===== config.mk =====
export PLATFORM = sky130hd
export DESIGN_NAME = gyrator_sweep_ctrl
export DESIGN_NICKNAME = d
export VERILOG_FILES = /design/src/rtl/gyrator_fixture_pkg.sv /design/src/rtl/gyrator_sweep_ctrl_settle_timer.sv /design/src/rtl/gyrator_sweep_ctrl.sv
export SDC_FILE = /design/constraint.sdc
export NUM_CORES = 1
export LEC_CHECK = 0
export CAP_MARGIN = 10
export CORE_MARGIN = 2
export CORE_UTILIZATION = 54
export DETAILED_ROUTE_END_ITERATION = 7
export GPL_TIMING_DRIVEN = 1
export PLACE_DENSITY = 0.89
export SYNTH_ARGS = -nofsm -noshare
export SYNTH_HDL_FRONTEND = slang
export SYNTH_SLANG_ARGS = --single-unit

===== constraint.sdc =====
create_clock -name clk -period 2.32 [get_ports clk]
set_input_delay 0.232 -clock clk [delete_from_list [all_inputs] [get_ports clk]]
set_output_delay 0.232 -clock clk [all_outputs]
set_load 0.02 [all_outputs]

===== src/rtl/gyrator_fixture_pkg.sv =====
// ---------------------------------------------------------------------------
// gyrator_fixture_pkg : shared types for the gyrator S-parameter fixture
// Revision: 1.0
// ---------------------------------------------------------------------------
`default_nettype none

package gyrator_fixture_pkg;

   typedef enum logic [2:0] {
      IDLE   = 3'd0,
      SETTLE = 3'd1,
      MEAS   = 3'd2,
      NEXT   = 3'd3,
      DONE   = 3'd4
   } sweep_state_t;

   localparam logic PORT_P1 = 1'b0;
   localparam logic PORT_P2 = 1'b1;

endpackage

`default_nettype wire


===== src/rtl/gyrator_sweep_ctrl_settle_timer.sv =====
// ---------------------------------------------------------------------------
// settle_timer : loadable saturating down-counter with a zero flag
// Revision: 1.0
// ---------------------------------------------------------------------------
`default_nettype none

module settle_timer #(
   parameter int SETTLE_W = 12
) (
   input  logic                clk,
   input  logic                rst,
   input  logic                load,
   input  logic [SETTLE_W-1:0] value,
   output logic                zero
);

   logic [SETTLE_W-1:0] r_count;

   always_ff @(posedge clk) begin
      if (rst) begin
         r_count <= '0;
      end else if (load) begin
         r_count <= value;
      end else if (r_count != '0) begin
         r_count <= r_count - SETTLE_W'(1);
      end
   end

   assign zero = (r_count == '0);

endmodule

`default_nettype wire


===== src/rtl/gyrator_sweep_ctrl.sv =====
// ---------------------------------------------------------------------------
// gyrator_sweep_ctrl : frequency/port sweep sequencer with capture handshake
// Revision: 1.0
// ---------------------------------------------------------------------------
`default_nettype none

module gyrator_sweep_ctrl
   import gyrator_fixture_pkg::*;
#(
   parameter int N_POINTS   = 16,
   parameter int IDX_W      = 4,
   parameter int SETTLE_W   = 12,
   parameter int SETTLE_CYC = 100
) (
   input  logic             clk,
   input  logic             rst,
   input  logic             start,
   input  logic             abort,
   input  logic             meas_ack,
   output logic             busy,
   output logic             done,
   output logic             src_en,
   output logic             port_sel,
   output logic [IDX_W-1:0] freq_idx,
   output logic             meas_req
);

   localparam logic [SETTLE_W-1:0] C_RELOAD   = SETTLE_W'(SETTLE_CYC - 1);
   localparam logic [IDX_W-1:0]    C_LAST_IDX = IDX_W'(N_POINTS - 1);

   sweep_state_t     r_state;
   sweep_state_t     w_state_nxt;
   logic [IDX_W-1:0] w_idx_nxt;
   logic             w_port_nxt;
   logic             w_load;
   logic             w_zero;

   settle_timer #(
      .SETTLE_W (SETTLE_W)
   ) u_settle_timer (
      .clk   (clk),
      .rst   (rst),
      .load  (w_load),
      .value (C_RELOAD),
      .zero  (w_zero)
   );

   always_comb begin
      w_state_nxt = r_state;
      w_idx_nxt   = freq_idx;
      w_port_nxt  = port_sel;
      w_load      = 1'b0;
      case (r_state)
         IDLE: begin
            if (start && !abort) begin
               w_state_nxt = SETTLE;
               w_idx_nxt   = '0;
               w_port_nxt  = PORT_P1;
               w_load      = 1'b1;
            end
         end
         SETTLE: begin
            if (w_zero) w_state_nxt = MEAS;
         end
         MEAS: begin
            if (meas_ack) w_state_nxt = NEXT;
         end
         NEXT: begin
            // Terminal index is tested before any increment, so freq_idx never wraps.
            if (port_sel == PORT_P1) begin
               w_port_nxt  = PORT_P2;
               w_load      = 1'b1;
               w_state_nxt = SETTLE;
            end else if (freq_idx == C_LAST_IDX) begin
               w_state_nxt = DONE;
               w_idx_nxt   = '0;
               w_port_nxt  = PORT_P1;
            end else begin
               w_port_nxt  = PORT_P1;
               w_idx_nxt   = freq_idx + IDX_W'(1);
               w_load      = 1'b1;
               w_state_nxt = SETTLE;
            end
         end
         DONE:    w_state_nxt = IDLE;
         default: w_state_nxt = IDLE;
      endcase
      if (abort && (r_state != IDLE)) begin
         w_state_nxt = IDLE;
         w_idx_nxt   = '0;
         w_port_nxt  = PORT_P1;
         w_load      = 1'b0;
      end
   end

   // Outputs are decoded from the next state so every one of them is a flop.
   always_ff @(posedge clk) begin
      if (rst) begin
         r_state  <= IDLE;
         freq_idx <= '0;
         port_sel <= PORT_P1;
         busy     <= 1'b0;
         done     <= 1'b0;
         src_en   <= 1'b0;
         meas_req <= 1'b0;
      end else begin
         r_state  <= w_state_nxt;
         freq_idx <= w_idx_nxt;
         port_sel <= w_port_nxt;
         busy     <= (w_state_nxt != IDLE);
         done     <= (w_state_nxt == DONE);
         src_en   <= (w_state_nxt == SETTLE) || (w_state_nxt == MEAS) || (w_state_nxt == NEXT);
         meas_req <= (w_state_nxt == MEAS);
      end
   end

endmodule

`default_nettype wire

==> impl_metrics.json, run 1 <==
{
  "result_of_the_run": "finished, final reports clean",
  "vias": 1064,
  "globalRouteTotalUtil": 0.219,
  "antenna_left": 0,
  "antenna_cells": 0,
  "crit_path_top_delay_cell": "a221o_1",
  "synth.yosys.warnings": 0,
  "die_width_um": 50.6,
  "first_global_vias": 983,
  "io_buffer_count": 13,
  "vias_per_cell": 6.11,
  "place.gp.congestion": 0.865,
  "ys_ff_latch": 24,
  "final.setup_skew_ns": 0.00298,
  "detail_route.iter0.violations": 30,
  "worst_slew_margin_rel": 0.647,
  "postRouteWirelength_mm": 2.46,
  "synth-async-reset-ratio": 0,
  "post_cts_repair_timing_setup_buffer_count": 0,
  "antenna_found_initial": 0,
  "critical_path.cell_chain": "inv_1 -> ha_1 -> nor4b_1 -> nand3_1 -> a221o_1 -> a211oi_1",
  "synthDistinctLibCells": 42,
  "critical-path-max-stage-delay_ns": 0.37,
  "tightest_slew_ns": 0.524,
  "finalHoldViolations": 0,
  "clkPwrFrac": 0.141,
  "timing.setup.critical_path_class": "flop to flop",
  "synthesis.area_per_instance_um2": 8.64,
  "post_synth_main_area_contributors": "dfxtp_1, a21oi_1, nand3_1",
  "critPathCaptureType": "flop",
  "cts.reportedPaths.clkPinSlew_ns": 0.13,
  "synth_top_area_cell": "dfxtp_1",
  "mappedNetlistNets": 144,
  "crit_path_start_kind": "flop",
  "cts_tree": "built",
  "clock_latency_ns": 0.32,
  "netlist_instances": 136,
  "required_ns": 2.57,
  "power_switching_share": 0.399,
  "power.static_leakage_uw": 0.000486,
  "number_of_top_level_pins": 14,
  "setup_viol": 0,
  "cp_max_fo": 5,
  "power.share.sequential": 0.415,
  "grt_first_pass_wirelength_mm": 4.30,
  "fin_nets": 156,
  "min_period_ns": 1.94,
  "synthDominantCellAreaShare": 0.409,
  "switchingPower_uw": 625,
  "dp.final_hpwl_mm": 1.82,
  "yosys.cell_count.top_type": "dfxtp_1",
  "cts.sink_count": 24,
  "worst_hold_slack_ns": 0.523,
  "cts_hold_fix_bufs": 0,
  "maxCapViolCount": 0,
  "die_area_um2": 2560,
  "final_min_period_over_clock_period": 0.834,
  "detail_route.first_pass.iterations": 4,
  "cts_root_buffer": "clkbuf_4",
  "share_of_post_route_cells_with_drive_strength_above_1": 0.0612,
  "power_per_cell_area_nw_per_um2": 1160,
  "synth_enable_flop_cells": 0,
  "globalRoute.totalOverflow": 0,
  "synth_top_cells_by_count": "dfxtp_1, a21oi_1, nand3_1",
  "cts_buffer_depth": 2,
  "cts_resized": 0,
  "drc": 0,
  "timing.setup.tns_ns": 0,
  "cts_inserted_buffers": 3,
  "fmaxAchievable_mhz": 517,
  "ir_drop_uv": 667,
  "core.rowCount": 16,
  "initial_core_util": 0.587,
  "syn_area_um2": 1170,
  "final-max-slew-violation-count": 0,
  "total_core_area_um2": 2000,
  "die_h_um": 50.6,
  "synthFlopType": "dfxtp_1",
  "routed_wire_length_per_instance_um": 14.1,
  "arrival_time_of_the_worst_setup_path_ns": 2.18,
  "share_of_synthesized_area_occupied_by_flip_flops_and_latches": 0.409,
  "report.power.total_uw": 1570,
  "grt_setup_unrepaired": "no",
  "power.internal_uw": 941,
  "comb_power_share": 0.444,
  "pin_count_of_the_biggest_net_entering_global_routing": 14,
  "min-delay-path-class": "flop to flop",
  "h-tree-depth": 1,
  "area_growth_pct": 15.0
}
==> worst max-delay path, delay by kind of cell (launching register included) <==
family / cells / cell delay (ns)
AND/OR/NAND/NOR: 2 / 0.60
adder cells (fa/ha/maj): 1 / 0.20
flip-flops: 1 / 0.36
AO/OA/AOI/OAI: 2 / 0.58
buffers and inverters: 1 / 0.12
==> flip-flops by register name (all words and copies together) (netlist names) <==
register and cells:
freq_idx 4, u_settle_timer.r_count 12, port_sel 1, src_en 1, r_state 3, meas_req 1, done 1, busy 1
==> stage by stage <==
| step | util | cells | worst slack [ns] | instance area, µm² |
|---|---|---|---|---|
| floorplan | - | 136 | 0.583 | 1170 |
| global placement | 0.657 | 170 | 0.489 | 1320 |
| detailed placement | 0.657 | 170 | 0.461 | 1320 |
| CTS | 0.675 | 174 | 0.412 | 1350 |
| global route | 0.675 | 174 | 0.112 | 1350 |
| finish | 0.675 | 174 | 0.384 | 1350 |
==> cells by family after synthesis <==
family,Yosys count,synth area share
multiplexers,3,0.0266
AND/OR/NAND/NOR,61,0.309
buffers and inverters,11,0.0362
flip-flops,24,0.409
adder cells (fa/ha/maj),3,0.0320
AO/OA/AOI/OAI,29,0.150
XOR/XNOR,5,0.0373
==> layer usage <==
metal  share of wire  global-route usage  vias up
li1                -                   -      536
met1            0.45               0.270      496
met2            0.48               0.360       25
met3           0.050              0.0446        7
met4           0.022               0.113        0
met5               0                   0        -
==> layout by cell type (no fill, tap or decap), types with 2 or more instances in the layout <==
| cell | n |
|---|---|
| dfxtp_1 | 24 |
| clkdlybuf4s50_1 | 13 |
| a21oi_1 | 11 |
| nand3_1 | 10 |
| nor3_1 | 7 |
| nor2_1 | 7 |
| nor4_1 | 6 |
| o21ai_0 | 6 |
| inv_1 | 5 |
| nand2_1 | 4 |
| xnor2_1 | 4 |
| nor3b_1 | 3 |
| nand4_1 | 3 |
| ha_1 | 3 |
| clkbuf_4 | 3 |
| o31ai_1 | 2 |
| or2_2 | 2 |
| a211oi_1 | 2 |
| nand3b_1 | 2 |
| or4_1 | 2 |
| mux2i_1 | 2 |
| nand2b_1 | 2 |
| a31oi_1 | 2 |
| or3_1 | 2 |
| o311ai_0 | 2 |
==> final cells by class <==
type                       count  area (µm²)
clock buffer                   4        36.3
fill                         163         651
inverter                       5        18.8
multi-input combinational    101         652
sequential                    24         480
tap                           27        33.8
timing repair buffer          13         130
==> power by group through the flow <==
stage	sequential [µW]	clock, µW	combinational, µW
finish	649	221	695
CTS	645	222	691
floorplan	627	0	553
global placement	646	0	655
detailed placement	655	0	686
global route	670	245	781
==> final timing paths <==
path / start / slack (ns) / cells past startpoint / to
hold reg to reg: u_settle_timer.r_count[7] / 0.52 / 2 / u_settle_timer.r_count[7]
setup / recovery: u_settle_timer.r_count[0] / 0.38 / 6 / meas_req
setup reg to reg: u_settle_timer.r_count[0] / 0.38 / 6 / meas_req
hold / removal: u_settle_timer.r_count[7] / 0.52 / 2 / u_settle_timer.r_count[7]
Note: power is estimated with default switching activity, not from simulation.
==> run 2, diff against run 1 <==
CORE_UTILIZATION = 48   (was 54)
PLACE_DENSITY = 0.84   (was 0.89)
clock period = 1.7 ns   (was 2.32 ns; I/O delays follow)
==> impl_metrics.json, run 2 (same netlist as run 1, synthesis figures left out) <==
{
  "critPathCaptureType": "flop",
  "initial_core_util": 0.521,
  "antenna_cells": 0,
  "cts_inserted_buffers": 3,
  "postRouteWirelength_mm": 2.89,
  "core.rowCount": 17,
  "cts_tree": "built",
  "timing.setup.critical_path_class": "flop to flop",
  "required_ns": 1.96,
  "finalHoldViolations": 0,
  "timing.critical_path.max_delay_family": "simple AND/OR/NAND/NOR gates",
  "routed_wire_length_per_instance_um": 15.0,
  "power_per_cell_area_nw_per_um2": 1680,
  "layout.core_utilization": 0.677,
  "dp_cells": 188,
  "die_width_um": 53.5,
  "largest_register_ffs": 12,
  "place.gp.congestion": 0.882,
  "grt_setup_unrepaired": "yes",
  "min_period_ns": 1.84,
  "cts_buffer_depth": 2,
  "critical-path-max-stage-delay_ns": 0.54,
  "post_cts_repair_timing_setup_buffer_count": 0,
  "largestRegisters": "u_settle_timer.r_count (12), freq_idx (4), r_state (3)",
  "detail_route.first_pass.iterations": 4,
  "dp.final_hpwl_mm": 2.13,
  "final.setup_skew_ns": 0.00525,
  "crit_path_start_kind": "flop",
  "vias": 1128,
  "count_of_buffer_and_inverter_cells_on_the_critical_path": 0,
  "share_of_post_route_cells_with_drive_strength_above_1": 0.220,
  "total_core_area_um2": 2250,
  "number_of_top_level_pins": 14,
  "globalRoute.totalOverflow": 0,
  "clkPwrFrac": 0.120,
  "worst_hold_slack_ns": 0.557,
  "power.share.sequential": 0.334,
  "cts_hold_fix_bufs": 0,
  "arrival_time_of_the_worst_setup_path_ns": 2.11,
  "first_global_vias": 1111,
  "switchingPower_uw": 979,
  "vias_per_cell": 5.88,
  "min-delay-path-class": "primary input to flop",
  "result_of_the_run": "finished, violations left",
  "die_area_um2": 2860,
  "critical_path.cell_chain": "or4_4 -> or4_4 -> or3_4 -> a21oi_2",
  "violations_in_the_final_reports": "setup timing",
  "area_growth_pct": 29.9,
  "crit_path_frequent_cell": "or4_4",
  "pin_count_of_the_biggest_net_entering_global_routing": 14,
  "globalRouteTotalUtil": 0.234,
  "fmaxAchievable_mhz": 542,
  "grt_first_pass_wirelength_mm": 4.75,
  "timing.final.ws_setup_ns": -0.145,
  "drc": 0,
  "h-tree-depth": 1,
  "cts.sink_count": 24,
  "worst_slew_margin_rel": 0.731,
  "fin_nets": 173,
  "detail_route.iter0.violations": 30,
  "cts_root_buffer": "clkbuf_4",
  "power.static_leakage_uw": 0.000604,
  "maxCapViolCount": 0,
  "antenna_left": 0,
  "cts.reportedPaths.clkPinSlew_ns": 0.14,
  "layout.cells.most_common": "dfxtp_1",
  "clock_latency_ns": 0.32,
  "cp_max_fo": 4,
  "power.internal_uw": 1590,
  "tightest_slew_ns": 0.400,
  "crit_path_top_delay_cell": "or4_4",
  "final_min_period_over_clock_period": 1.09,
  "layout.cells.most_common_list": "dfxtp_1, buf_4, clkdlybuf4s50_1",
  "report.power.total_uw": 2570,
  "die_h_um": 53.5,
  "final-max-slew-violation-count": 0,
  "antenna_found_initial": 0,
  "fin_cells": 192,
  "comb_power_share": 0.546,
  "io_buffer_count": 13,
  "setup_viol": 2,
  "regMostFlops": "u_settle_timer.r_count",
  "ir_drop_uv": 1070,
  "power_switching_share": 0.381
}
[run 2: cell types whose count changed in the layout (fill, tap and decap cells not counted), sizes merged]
| cell | change |
|---|---|
| buf | +17 |
| clkdlybuf4s50 | -1 |
| dlymetal6s2s | +1 |
[run 2: routing by layer]
layer  global-route usage  up-vias  share of wire
met3               0.0339        6          0.040
met4                0.107        0          0.016
li1                     -      567              -
met5                    0        -              0
met1                0.282      528           0.46
met2                0.403       27           0.48
[run 2: path summary, 6_finish.rpt]
path / start / end / slack [ns] / cells after the start
min reg2reg: freq_idx[1] / freq_idx[1] / 0.56 / 2
min: meas_ack / meas_req / 0.56 / 3
max reg2reg: u_settle_timer.r_count[0] / u_settle_timer.r_count[7] / -0.14 / 4
max: u_settle_timer.r_count[0] / u_settle_timer.r_count[7] / -0.14 / 4
[run 2: power groups by stage]
stage	clock network (µW)	registers, µW	logic (µW)
2_1_floorplan	0	856	755
3_3_place_gp	0	839	1200
3_5_place_dp	0	851	1240
4_1_cts	316	851	1300
5_1_grt	337	871	1540
6_report	308	858	1400
[run 2: repair_timing]
| action | CTS | global route |
|---|---|---|
| pin swaps | 1 | 0 |
| endpoints found under the setup margin | 7 | 13 |
| gates resized for setup | 7 | 7 |
[run 2: cell type report]
cell class / count / area (µm²)
Fill cell: 186 / 728
Multi-Input combinational cell: 101 / 693
Sequential cell: 24 / 483
Timing Repair Buffer: 30 / 260
Clock buffer: 4 / 36.3
Tap cell: 28 / 35.0
Inverter: 5 / 18.8
[run 2: per-stage QoR]
stage,worst slack [ns],TNS (ns),instance area (µm²)
2_1_floorplan,-0.0371,-0.0371,1170
3_3_place_gp,-0.0618,-0.447,1440
3_5_place_dp,-0.144,-0.965,1440
4_1_cts,-0.142,-0.204,1500
5_1_grt,-0.179,-0.407,1530
6_report,-0.145,-0.153,1530
[run 2: worst register-to-register path: cells and delay by family, from the launching register on]
| family | cells | cell delay [ns] |
|---|---|---|
| AO/OA/AOI/OAI | 1 | 0.12 |
| flip-flops | 1 | 0.36 |
| AND/OR/NAND/NOR | 3 | 1.31 |
